--- src/rtl/dma_burst_engine.sv ---
`default_nettype none
// ============================================================================
// Module   : dma_burst_engine
// Brief    : Multi-channel round-robin DMA mover. Each grant reads one burst
//            into a local buffer, then writes it back out to the destination.
// Revision : 1.0 - initial release
// ============================================================================
module dma_burst_engine #(
    parameter int DATA_WIDTH = 32,
    parameter int ADDR_WIDTH = 32,
    parameter int NUM_CH     = 4,
    parameter int LEN_WIDTH  = 16,
    parameter int MAX_BURST  = 8
) (
    input  logic                                        clk,
    input  logic                                        rst_n,
    input  logic [NUM_CH-1:0]                           ch_start,
    input  logic [NUM_CH*ADDR_WIDTH-1:0]                ch_src_addr,
    input  logic [NUM_CH*ADDR_WIDTH-1:0]                ch_dst_addr,
    input  logic [NUM_CH*LEN_WIDTH-1:0]                 ch_len,
    output logic [NUM_CH-1:0]                           ch_busy,
    output logic [NUM_CH-1:0]                           ch_done,
    output logic                                        rd_en,
    output logic [ADDR_WIDTH-1:0]                       rd_addr,
    input  logic                                        rd_ready,
    input  logic [DATA_WIDTH-1:0]                       rd_data,
    output logic                                        wr_en,
    output logic [ADDR_WIDTH-1:0]                       wr_addr,
    output logic [DATA_WIDTH-1:0]                       wr_data,
    input  logic                                        wr_ready,
    output logic [(NUM_CH > 1 ? $clog2(NUM_CH) : 1)-1:0] active_ch
);

    localparam int c_CH_W = (NUM_CH > 1) ? $clog2(NUM_CH) : 1;
    localparam int c_BL_W = $clog2(MAX_BURST + 1);
    localparam int c_K_W  = (MAX_BURST > 1) ? $clog2(MAX_BURST) : 1;
    localparam logic [ADDR_WIDTH-1:0] c_BYTES = ADDR_WIDTH'(DATA_WIDTH / 8);

    typedef enum logic [2:0] {
        S_IDLE   = 3'd0,
        S_ARB    = 3'd1,
        S_READ   = 3'd2,
        S_WRITE  = 3'd3,
        S_UPDATE = 3'd4
    } state_t;

    state_t                r_state;
    logic [ADDR_WIDTH-1:0] r_src [NUM_CH];
    logic [ADDR_WIDTH-1:0] r_dst [NUM_CH];
    logic [LEN_WIDTH-1:0]  r_rem [NUM_CH];
    logic [NUM_CH-1:0]     r_busy;
    logic [NUM_CH-1:0]     r_done;
    logic [c_CH_W-1:0]     r_rr;
    logic [c_CH_W-1:0]     r_act;
    logic [c_BL_W-1:0]     r_blen;
    logic [c_K_W-1:0]      r_beat;
    logic [DATA_WIDTH-1:0] r_buf [MAX_BURST];

    logic [2*NUM_CH-1:0]   w_dbl;
    logic                  w_found;
    logic [c_CH_W-1:0]     w_grant;
    int                    w_sum;
    logic [LEN_WIDTH-1:0]  w_rem_g;
    logic [c_BL_W-1:0]     w_blen;
    logic                  w_last;
    logic [c_K_W-1:0]      w_beat_nxt;
    logic                  w_fin;
    logic [NUM_CH-1:0]     w_clear;
    logic [ADDR_WIDTH-1:0] w_step;

    assign ch_busy   = r_busy;
    assign ch_done   = r_done;
    assign active_ch = r_act;

    // Rotating the busy vector by rr_ptr turns the wrap-around search into a
    // plain lowest-set-bit search.
    assign w_dbl = {r_busy, r_busy} >> r_rr;

    always_comb begin
        w_found = 1'b0;
        w_grant = '0;
        w_sum   = 0;
        for (int j = 0; j < NUM_CH; j++) begin
            if (!w_found && w_dbl[j]) begin
                w_found = 1'b1;
                w_sum   = int'(r_rr) + j;
                if (w_sum >= NUM_CH) w_sum = w_sum - NUM_CH;
                w_grant = c_CH_W'(w_sum);
            end
        end
    end

    assign w_rem_g    = r_rem[w_grant];
    assign w_blen     = (w_rem_g > LEN_WIDTH'(MAX_BURST)) ? c_BL_W'(MAX_BURST) : c_BL_W'(w_rem_g);
    assign w_last     = (c_BL_W'(r_beat) + c_BL_W'(1)) == r_blen;
    assign w_beat_nxt = r_beat + 1'b1;
    assign w_fin      = (r_rem[r_act] == LEN_WIDTH'(r_blen));
    assign w_step     = ADDR_WIDTH'(r_blen) * c_BYTES;

    always_comb begin
        w_clear        = '0;
        w_clear[r_act] = w_fin;
    end

    always_ff @(posedge clk or negedge rst_n) begin
        if (!rst_n) begin
            r_state <= S_IDLE;
            r_busy  <= '0;
            r_done  <= '0;
            r_rr    <= '0;
            r_act   <= '0;
            r_blen  <= '0;
            r_beat  <= '0;
            rd_en   <= 1'b0;
            wr_en   <= 1'b0;
            rd_addr <= '0;
            wr_addr <= '0;
            wr_data <= '0;
            for (int i = 0; i < NUM_CH; i++) begin
                r_src[i] <= '0;
                r_dst[i] <= '0;
                r_rem[i] <= '0;
            end
            for (int i = 0; i < MAX_BURST; i++) begin
                r_buf[i] <= '0;
            end
        end else begin
            r_done <= '0;

            // A channel in UPDATE is still busy, so starts never collide with it.
            for (int i = 0; i < NUM_CH; i++) begin
                if (ch_start[i] && !r_busy[i]) begin
                    if (ch_len[i*LEN_WIDTH +: LEN_WIDTH] == '0) begin
                        r_done[i] <= 1'b1;
                    end else begin
                        r_busy[i] <= 1'b1;
                        r_src[i]  <= ch_src_addr[i*ADDR_WIDTH +: ADDR_WIDTH];
                        r_dst[i]  <= ch_dst_addr[i*ADDR_WIDTH +: ADDR_WIDTH];
                        r_rem[i]  <= ch_len[i*LEN_WIDTH +: LEN_WIDTH];
                    end
                end
            end

            case (r_state)
                S_IDLE: begin
                    if (|r_busy) r_state <= S_ARB;
                end
                S_ARB: begin
                    if (w_found) begin
                        r_act   <= w_grant;
                        r_blen  <= w_blen;
                        r_beat  <= '0;
                        rd_en   <= 1'b1;
                        rd_addr <= r_src[w_grant];
                        r_state <= S_READ;
                    end else begin
                        r_state <= S_IDLE;
                    end
                end
                S_READ: begin
                    if (rd_ready) begin
                        r_buf[r_beat] <= rd_data;
                        if (w_last) begin
                            rd_en   <= 1'b0;
                            wr_en   <= 1'b1;
                            wr_addr <= r_dst[r_act];
                            // Single-beat bursts have slot 0 arriving right now.
                            wr_data <= (r_beat == '0) ? rd_data : r_buf[0];
                            r_beat  <= '0;
                            r_state <= S_WRITE;
                        end else begin
                            r_beat  <= w_beat_nxt;
                            rd_addr <= rd_addr + c_BYTES;
                        end
                    end
                end
                S_WRITE: begin
                    if (wr_ready) begin
                        if (w_last) begin
                            wr_en   <= 1'b0;
                            r_state <= S_UPDATE;
                        end else begin
                            r_beat  <= w_beat_nxt;
                            wr_addr <= wr_addr + c_BYTES;
                            wr_data <= r_buf[w_beat_nxt];
                        end
                    end
                end
                S_UPDATE: begin
                    r_src[r_act] <= r_src[r_act] + w_step;
                    r_dst[r_act] <= r_dst[r_act] + w_step;
                    r_rem[r_act] <= r_rem[r_act] - LEN_WIDTH'(r_blen);
                    if (w_fin) begin
                        r_busy[r_act] <= 1'b0;
                        r_done[r_act] <= 1'b1;
                    end
                    r_rr    <= (r_act == c_CH_W'(NUM_CH - 1)) ? '0 : r_act + 1'b1;
                    r_state <= ((r_busy & ~w_clear) != '0) ? S_ARB : S_IDLE;
                end
                default: r_state <= S_IDLE;
            endcase
        end
    end

endmodule
`default_nettype wire

--- config.mk ---
export PLATFORM = sky130hd
export DESIGN_NAME = dma_burst_engine
export DESIGN_NICKNAME = d
export VERILOG_FILES = /design/src/rtl/dma_burst_engine.sv
export SDC_FILE = /design/constraint.sdc
export NUM_CORES = 2
export LEC_CHECK = 0
export ABC_AREA = 1
export ABC_CLOCK_PERIOD_IN_PS = 6800
export CAP_MARGIN = 30
export CORE_ASPECT_RATIO = 0.5
export CORE_MARGIN = 4
export CORE_UTILIZATION = 60
export DETAILED_ROUTE_END_ITERATION = 8
export PLACE_DENSITY = 0.85
export REMOVE_ABC_BUFFERS = 1
export SETUP_SLACK_MARGIN = 0.02
export SKIP_LAST_GASP = 1
export SYNTH_ARGS = -nofsm -noshare
export SYNTH_HDL_FRONTEND = slang
export SYNTH_SLANG_ARGS = --single-unit
--- constraint.sdc ---
create_clock -name clk -period 6.8 [get_ports clk]
set_input_delay 1.36 -clock clk [delete_from_list [all_inputs] [get_ports clk]]
set_output_delay 1.36 -clock clk [all_outputs]
set_load 0.005 [all_outputs]
; Word-level counts from Yosys, hierarchy flattened
; Cells that the tools add are included.
[word_totals]
latchBits = 0
output_inout_bits = 108
n_memories = 0
romBits = 0
ram_bits = 0
ff_bits = 696
elab_cells = 250
input_bits = 360
[op_classes]
muxes = 128
add_sub_neg = 15
eq_ne = 15
n_div = 0
n_reduce_logical = 36
multipliers = 0
magnitude_cmp = 13
bitwise_logic = 10
n_shift = 1
[op_table]
columns = op, n
row1 = 32-bit 2-to-1 mux, 38
row2 = 128-bit bitwise mux, 2
row3 = 256-bit bitwise mux, 1
row4 = 128-bit 2-to-1 mux, 2
row5 = 16-bit 2-to-1 mux, 13
row6 = 32-bit binary-select mux with 2-bit select, 3
row7 = 32-bit case mux with 2 select lines, 3
row8 = 32-bit binary-select mux with 3-bit select, 1
row9 = 32-bit demux with 3-bit select, 1
row10 = "32-bit by 3-bit adder with 32-bit output, second input constant", 2
row11 = 32-bit by 6-bit adder with 32-bit output, 2
row12 = 16-bit binary-select mux with 2-bit select, 2
row13 = 64-bit bitwise mux, 1
row14 = 32-bit demux with 2-bit select, 1
row15 = 16-bit zero test, 4
row16 = 64-bit 2-to-1 mux, 1
row17 = 16-bit demux with 2-bit select, 1
row18 = 3-bit 2-to-1 mux, 10
row19 = 1-bit 2-to-1 mux, 28
row20 = 2-bit 2-to-1 mux, 10
row21 = 4-bit 2-to-1 mux, 5
row22 = 5-bit AND reduction, 4
row23 = 16-bit by 4-bit == test with 1-bit output, 1
row24 = "16-bit by 4-bit greater-than comparator with 1-bit output, second input constant", 1
row25 = other kinds (39), 81

; Longest topological paths before layout
[logic_depth]
depth_word = 17
depth_mapped = 26
depth_no_buf = 19

; Worst setup path before layout
; No wires, ideal clock.
[synth_timing]
kind = register -> register
start = register r_act[1] (netlist: active_ch[1])
end = register r_src[126] in the netlist's numbering
setup_ps = 113
arrival_ps = 3682
t_required_ps = 6687
path_stages_with_launch = 24
period_less_slack_ps = 3796
path_slack_ps = 3004
n_path_buf = 5
cell_sequence = dfrtp_1 > inv_2 > buf_2 > buf_2 > buf_2 > clkbuf_1 > clkbuf_1 > a21oi_1 > a21oi_1 > ha_1 > fa_1 > a21oi_1 > o21ai_0 > inv_1 > nor3_4 > nand2_1 > nor2_2 > nand2_2 > inv_1 > nand2_1 > nand2_1 > nand3_1 > nand2_1 > inv_1
[synth_between]
elab_chain_len = 7
word_cells_on_any_way = 12
classes_between = 1 x add/sub / 2 x order compare / 7 x mux / 1 x bitwise / 1 x reduce/logical
[synth_rtl]
columns = element, line
row1 = "start, declared", 54  ; logic [c_CH_W-1:0] r_act;
row2 = "start signal, assigned", 150  ; r_act <= w_grant;
row3 = 2-bit NOT with 3-bit output (implied by the code) (*), 190  ; r_src[r_act] <= r_src[r_act] + w_step;
row4 = "32-bit binary-select mux with 2-bit select, or another cell as far along", 190
row5 = 32-bit 2-to-1 mux (implied by the code) / 1-bit logical AND (equally long branches), 190
row6 = 32-bit 2-to-1 mux (implied by the code), 190
row7 = 32-bit by 6-bit adder with 32-bit output / 32-bit demux with 2-bit select (equally long branches), 190
row8 = 128-bit bitwise mux (*), 190
row9 = 128-bit 2-to-1 mux (*), 144  ; case (r_state)
row10 = "end signal, assigned by index", 137  ; r_src[i] <= ch_src_addr[i*ADDR_WIDTH +: ADDR_WIDTH];
row11 = "end signal, assigned by index", 190
row12 = "end, declared", 48  ; logic [ADDR_WIDTH-1:0] r_src [NUM_CH];
; Every way passes the cells marked *; elsewhere a longest branch is shown, timed or not. The select of a mux whose other input is x is not followed.
; A chain may end at the register's enable or synchronous reset.

; Worst setup path after layout
[layout_timing]
start = register r_beat[0]
end = register rd_addr[9]
[layout_between]
elab_chain_len = 4
[layout_rtl]
columns = element, line
row1 = "start, declared", 56  ; logic [c_K_W-1:0] r_beat;
row2 = "start signal, assigned", 172  ; r_beat <= w_beat_nxt;
row3 = "start signal, assigned", 183  ; r_beat <= w_beat_nxt;
row4 = 3-bit by 1-bit adder with 4-bit output, 95  ; assign w_last = (c_BL_W'(r_beat) + c_BL_W'(1)) == r_blen;
row5 = 4-bit == test, 95
row6 = 2-bit != test (no line), -
row7 = 4-bit AND reduction (no line), -
row8 = "end signal, assigned", 154  ; rd_addr <= r_src[w_grant];
row9 = "end signal, assigned", 173  ; rd_addr <= rd_addr + c_BYTES;
row10 = "end, declared", 24  ; output logic [ADDR_WIDTH-1:0] rd_addr,
; No other way between the ends.

==> reports/metrics.csv <==
stage,metric,value,unit
run_status,status,finished clean,
yosys,biggest area consumer among synthesized cells,dfrtp_1,
pwr,Max VDD drop,0.330,mV
timing,Worst Tran Pin Value,1.05,ns
grt,global-route wire length before repair,224000,um
timing,worst clock skew,0.0239,ns
grt,initial antenna violation count,1,
yosys,"EDFF count, synth",0,
layout,multi-input gate area in the final layout,0.0196,mm2
yosys,Yosys warnings,0,
clock_network,Root Buffer,clkbuf_16,
clock_network,clock-pin slew on the worst setup and hold paths,0.07,ns
clock_network,Max Root-Sink Buffers,3,
grt,global route overflow,0,
worst_setup_path,Critical R2R Launch,r_beat[0],
grt,met2 GRT Util,0.624,
yosys,register area share after synthesis,0.433,
clock_network,clk sinks,696,
grt,M3 GR Usage,0.0790,
timing,min Tclk post-route,4.91,ns
timing,Slew headroom,0.299,
yosys,top-count cell post-synth,nand2_1,
yosys,average size of a mapped cell,7.18,um2
floorplan,Core ar.,0.0657,mm2
worst_hold_path,Worst Hold Class,reg2reg,
detailed_routing,Wirelength per Cell,21.2,um
floorplan,Die Height,191,um
yosys,synthesized cell area,0.0402,mm2
placement,Routability Congestion,0.989,
worst_setup_path,CP Data Required Time,7.26,ns
floorplan,Starting Density,0.612,
layout,sequential cell area,0.0174,mm2
layout,area grow syn2layout,17.8,%
clock_network,Post-CTS Setup Bufs,0,
timing,setup violators final,0,
detailed_routing,vias per inst,6.24,
pwr,Design Power,23200,uW
layout,share of cells above drive strength 1,0.0543,
placement,Port Buffers,467,
clock_network,# hold bufs at CTS,0,
placement,dpl hpwl,91800,um
grt,vias in the first global route,41353,
yosys,"FF+latch count, synth",696,
yosys,synth top area cells,"dfrtp_1 43%, nand2_1 16%, o21ai_0 9.1%",
worst_setup_path,R2R Setup Slk,1.89,ns
worst_setup_path,crit-path max FO,66,
grt,Global Route Usage Sum,0.392,
worst_hold_path,Hold Path Origin,wr_data[1],
detailed_routing,Final ANT Viol Nets,0,
clock_network,CTS Buf Count,66,
floorplan,die width,374,um
detailed_routing,DR pass1 iterations,9,
detailed_routing,Remaining DRCs,0,
timing,Fmax achieved,204,MHz
worst_setup_path,startpoint types,register,
yosys,Yosys top cell area share,0.433,
timing,RSZ-0062 raised after global routing,no,
grt,GR peak layer,met2,
detailed_routing,Vias,42331,
yosys,main flop type after synthesis,dfrtp_1,
worst_setup_path,crit end category,register,
floorplan,die footprint,0.0714,mm2
clock_network,# H-tree levels,3,
grt,grt met1 use,0.487,
yosys,synthesized instance count,5597,
floorplan,# IOs,468,
pwr,leakage power,0.0222,uW
timing,max-slew violations,0,
layout,fillers,5163,
worst_setup_path,Setup CP Type,reg2reg,
timing,setup TNS,0,ns
yosys,commonest cells in the netlist,"1701 x nand2_1, 732 x o21ai_0, 696 x dfrtp_1",
layout,Diodes inserted,0,
floorplan,std cell rows,66,
worst_setup_path,Critical Path Start,r_beat[0],
layout,layout net count,6227,
clock_network,CTS tree,yes,
yosys,Async SR Flop Fraction,1.00,
grt,largest net degree at the start of global routing,141,
pwr,Power Density,490,mW/mm2
timing,period utilization,0.722,
clock_network,CTS resizes,0,
worst_setup_path,critical path data arrival time,5.37,ns
yosys,post-synth cell types,62,
detailed_routing,WL final,143000,um
timing,"Hold Violations, Final",0,
detailed_routing,initial drt markers,5875,
flow_run,Max Cap Viol,0,
clock_network,Clock Latency Late Sink,0.62,ns
[worst paths after layout]
| path | depth (start not counted) | endpoint |
|---|---|---|
| worst max-delay path | 11 | rd_addr[9] |
| worst min-delay path | 2 | wr_data[1] |
| worst max register to register | 11 | rd_addr[9] |
| worst min register to register | 2 | wr_data[1] |
| max in group asynchronous | 2 | active_ch[0] |
| min in group asynchronous | 1 | wr_data[21] |
[kinds of logic after synthesis]
family	share of synthesized area
AOI/OAI and AO/OA	0.166
xor gates and xnor gates	0.0200
adders and majority gates	0.00772
buffers and inverters	0.0821
DFF	0.433
muxes	0.00125
and+or+nand+nor	0.289
[placed cells by master, fill, tap and decap left out, types with 5 or more instances in the layout]
| master | netlist | final |
|---|---|---|
| nand2_2 | 25 | 26 |
| mux2i_1 | 5 | 5 |
| or2_2 | 5 | 5 |
| bufinv_16 | 0 | 8 |
| clkbuf_8 | 0 | 18 |
| xor2_1 | 69 | 69 |
| a31oi_1 | 69 | 69 |
| nand4_1 | 43 | 43 |
| o21ai_1 | 69 | 69 |
| nor2_1 | 425 | 415 |
| buf_12 | 1 | 6 |
| o31ai_1 | 5 | 5 |
| nand2_1 | 1701 | 1700 |
| o22ai_1 | 78 | 78 |
| nor3_1 | 22 | 22 |
| and2_1 | 8 | 8 |
| o21ai_0 | 732 | 732 |
| a22oi_1 | 5 | 5 |
| inv_1 | 410 | 405 |
| o221ai_1 | 27 | 27 |
| clkdlybuf4s50_1 | 0 | 466 |
| clkinv_2 | 0 | 15 |
| nor2_4 | 7 | 16 |
| nor4_1 | 38 | 38 |
| nand3b_1 | 5 | 5 |
| ha_1 | 20 | 19 |
| clkbuf_16 | 0 | 66 |
| clkbuf_1 | 246 | 9 |
| o211ai_1 | 61 | 61 |
| xnor2_1 | 17 | 17 |
| nor3_2 | 10 | 10 |
| a32oi_1 | 5 | 5 |
| nand3_2 | 5 | 9 |
| nand3_1 | 448 | 444 |
| a21oi_1 | 149 | 149 |
| a211oi_1 | 5 | 5 |
| inv_2 | 31 | 32 |
| dfrtp_1 | 696 | 693 |
| buf_4 | 9 | 56 |
| nor2_2 | 10 | 11 |
[critical path, cell delays in order (launching register included)]
cell and delay (ns):
dfrtp_4 0.87, clkinv_2 0.83, ha_2 1.04, nor2_1 0.11, nor3_1 0.21, nand2_1 0.10
inv_2 0.09, nand2_1 0.06, nand2_2 0.55, inv_2 0.48, o211ai_1 0.21, o21ai_0 0.11
[layout make-up]
class | instances | area share
flip-flops and latches | 696 | 0.368
well taps | 884 | 0.0234
clock buffers | 93 | 0.0408
inverters | 443 | 0.0353
clock inverters | 27 | 0.00814
multi-input cells | 4107 | 0.413
repair buffers | 530 | 0.111
[flip-flops by register name, summed over array words and instances, names as in the netlist]
register,count
active_ch,2
ch_busy,4
ch_done,4
r_beat,3
r_blen,4
r_buf,256
r_dst,128
r_rem,64
r_rr,2
r_src,128
r_state,3
rd_addr,32
rd_en,1
wr_addr,32
wr_data,32
wr_en,1
[stage by stage]
stage	hold WS, ns	utilization	instances	area, um2	setup WS, ns
global placement	0.461	0.685	6657	44900	2.11
finish	0.480	0.721	6780	47300	1.89
floorplan	0.448	-	5246	38600	-2.01
CTS	0.482	0.720	6778	47300	2.06
detailed placement	0.464	0.685	6658	45000	2.04
global route	0.503	0.721	6780	47300	1.56
[power by group]
part	switching, uW	internal (uW)
Sequential	1430	5890
Combinational	7890	3960
Clock	1730	2310
Total	11100	12200
[per-layer routing]
layer  part of all wire  wire, um
met5           0.000091        13
met4              0.075     10700
met3               0.11     16300
met2               0.46     65400
met1               0.36     51100
(Power assumes the default switching activity.)
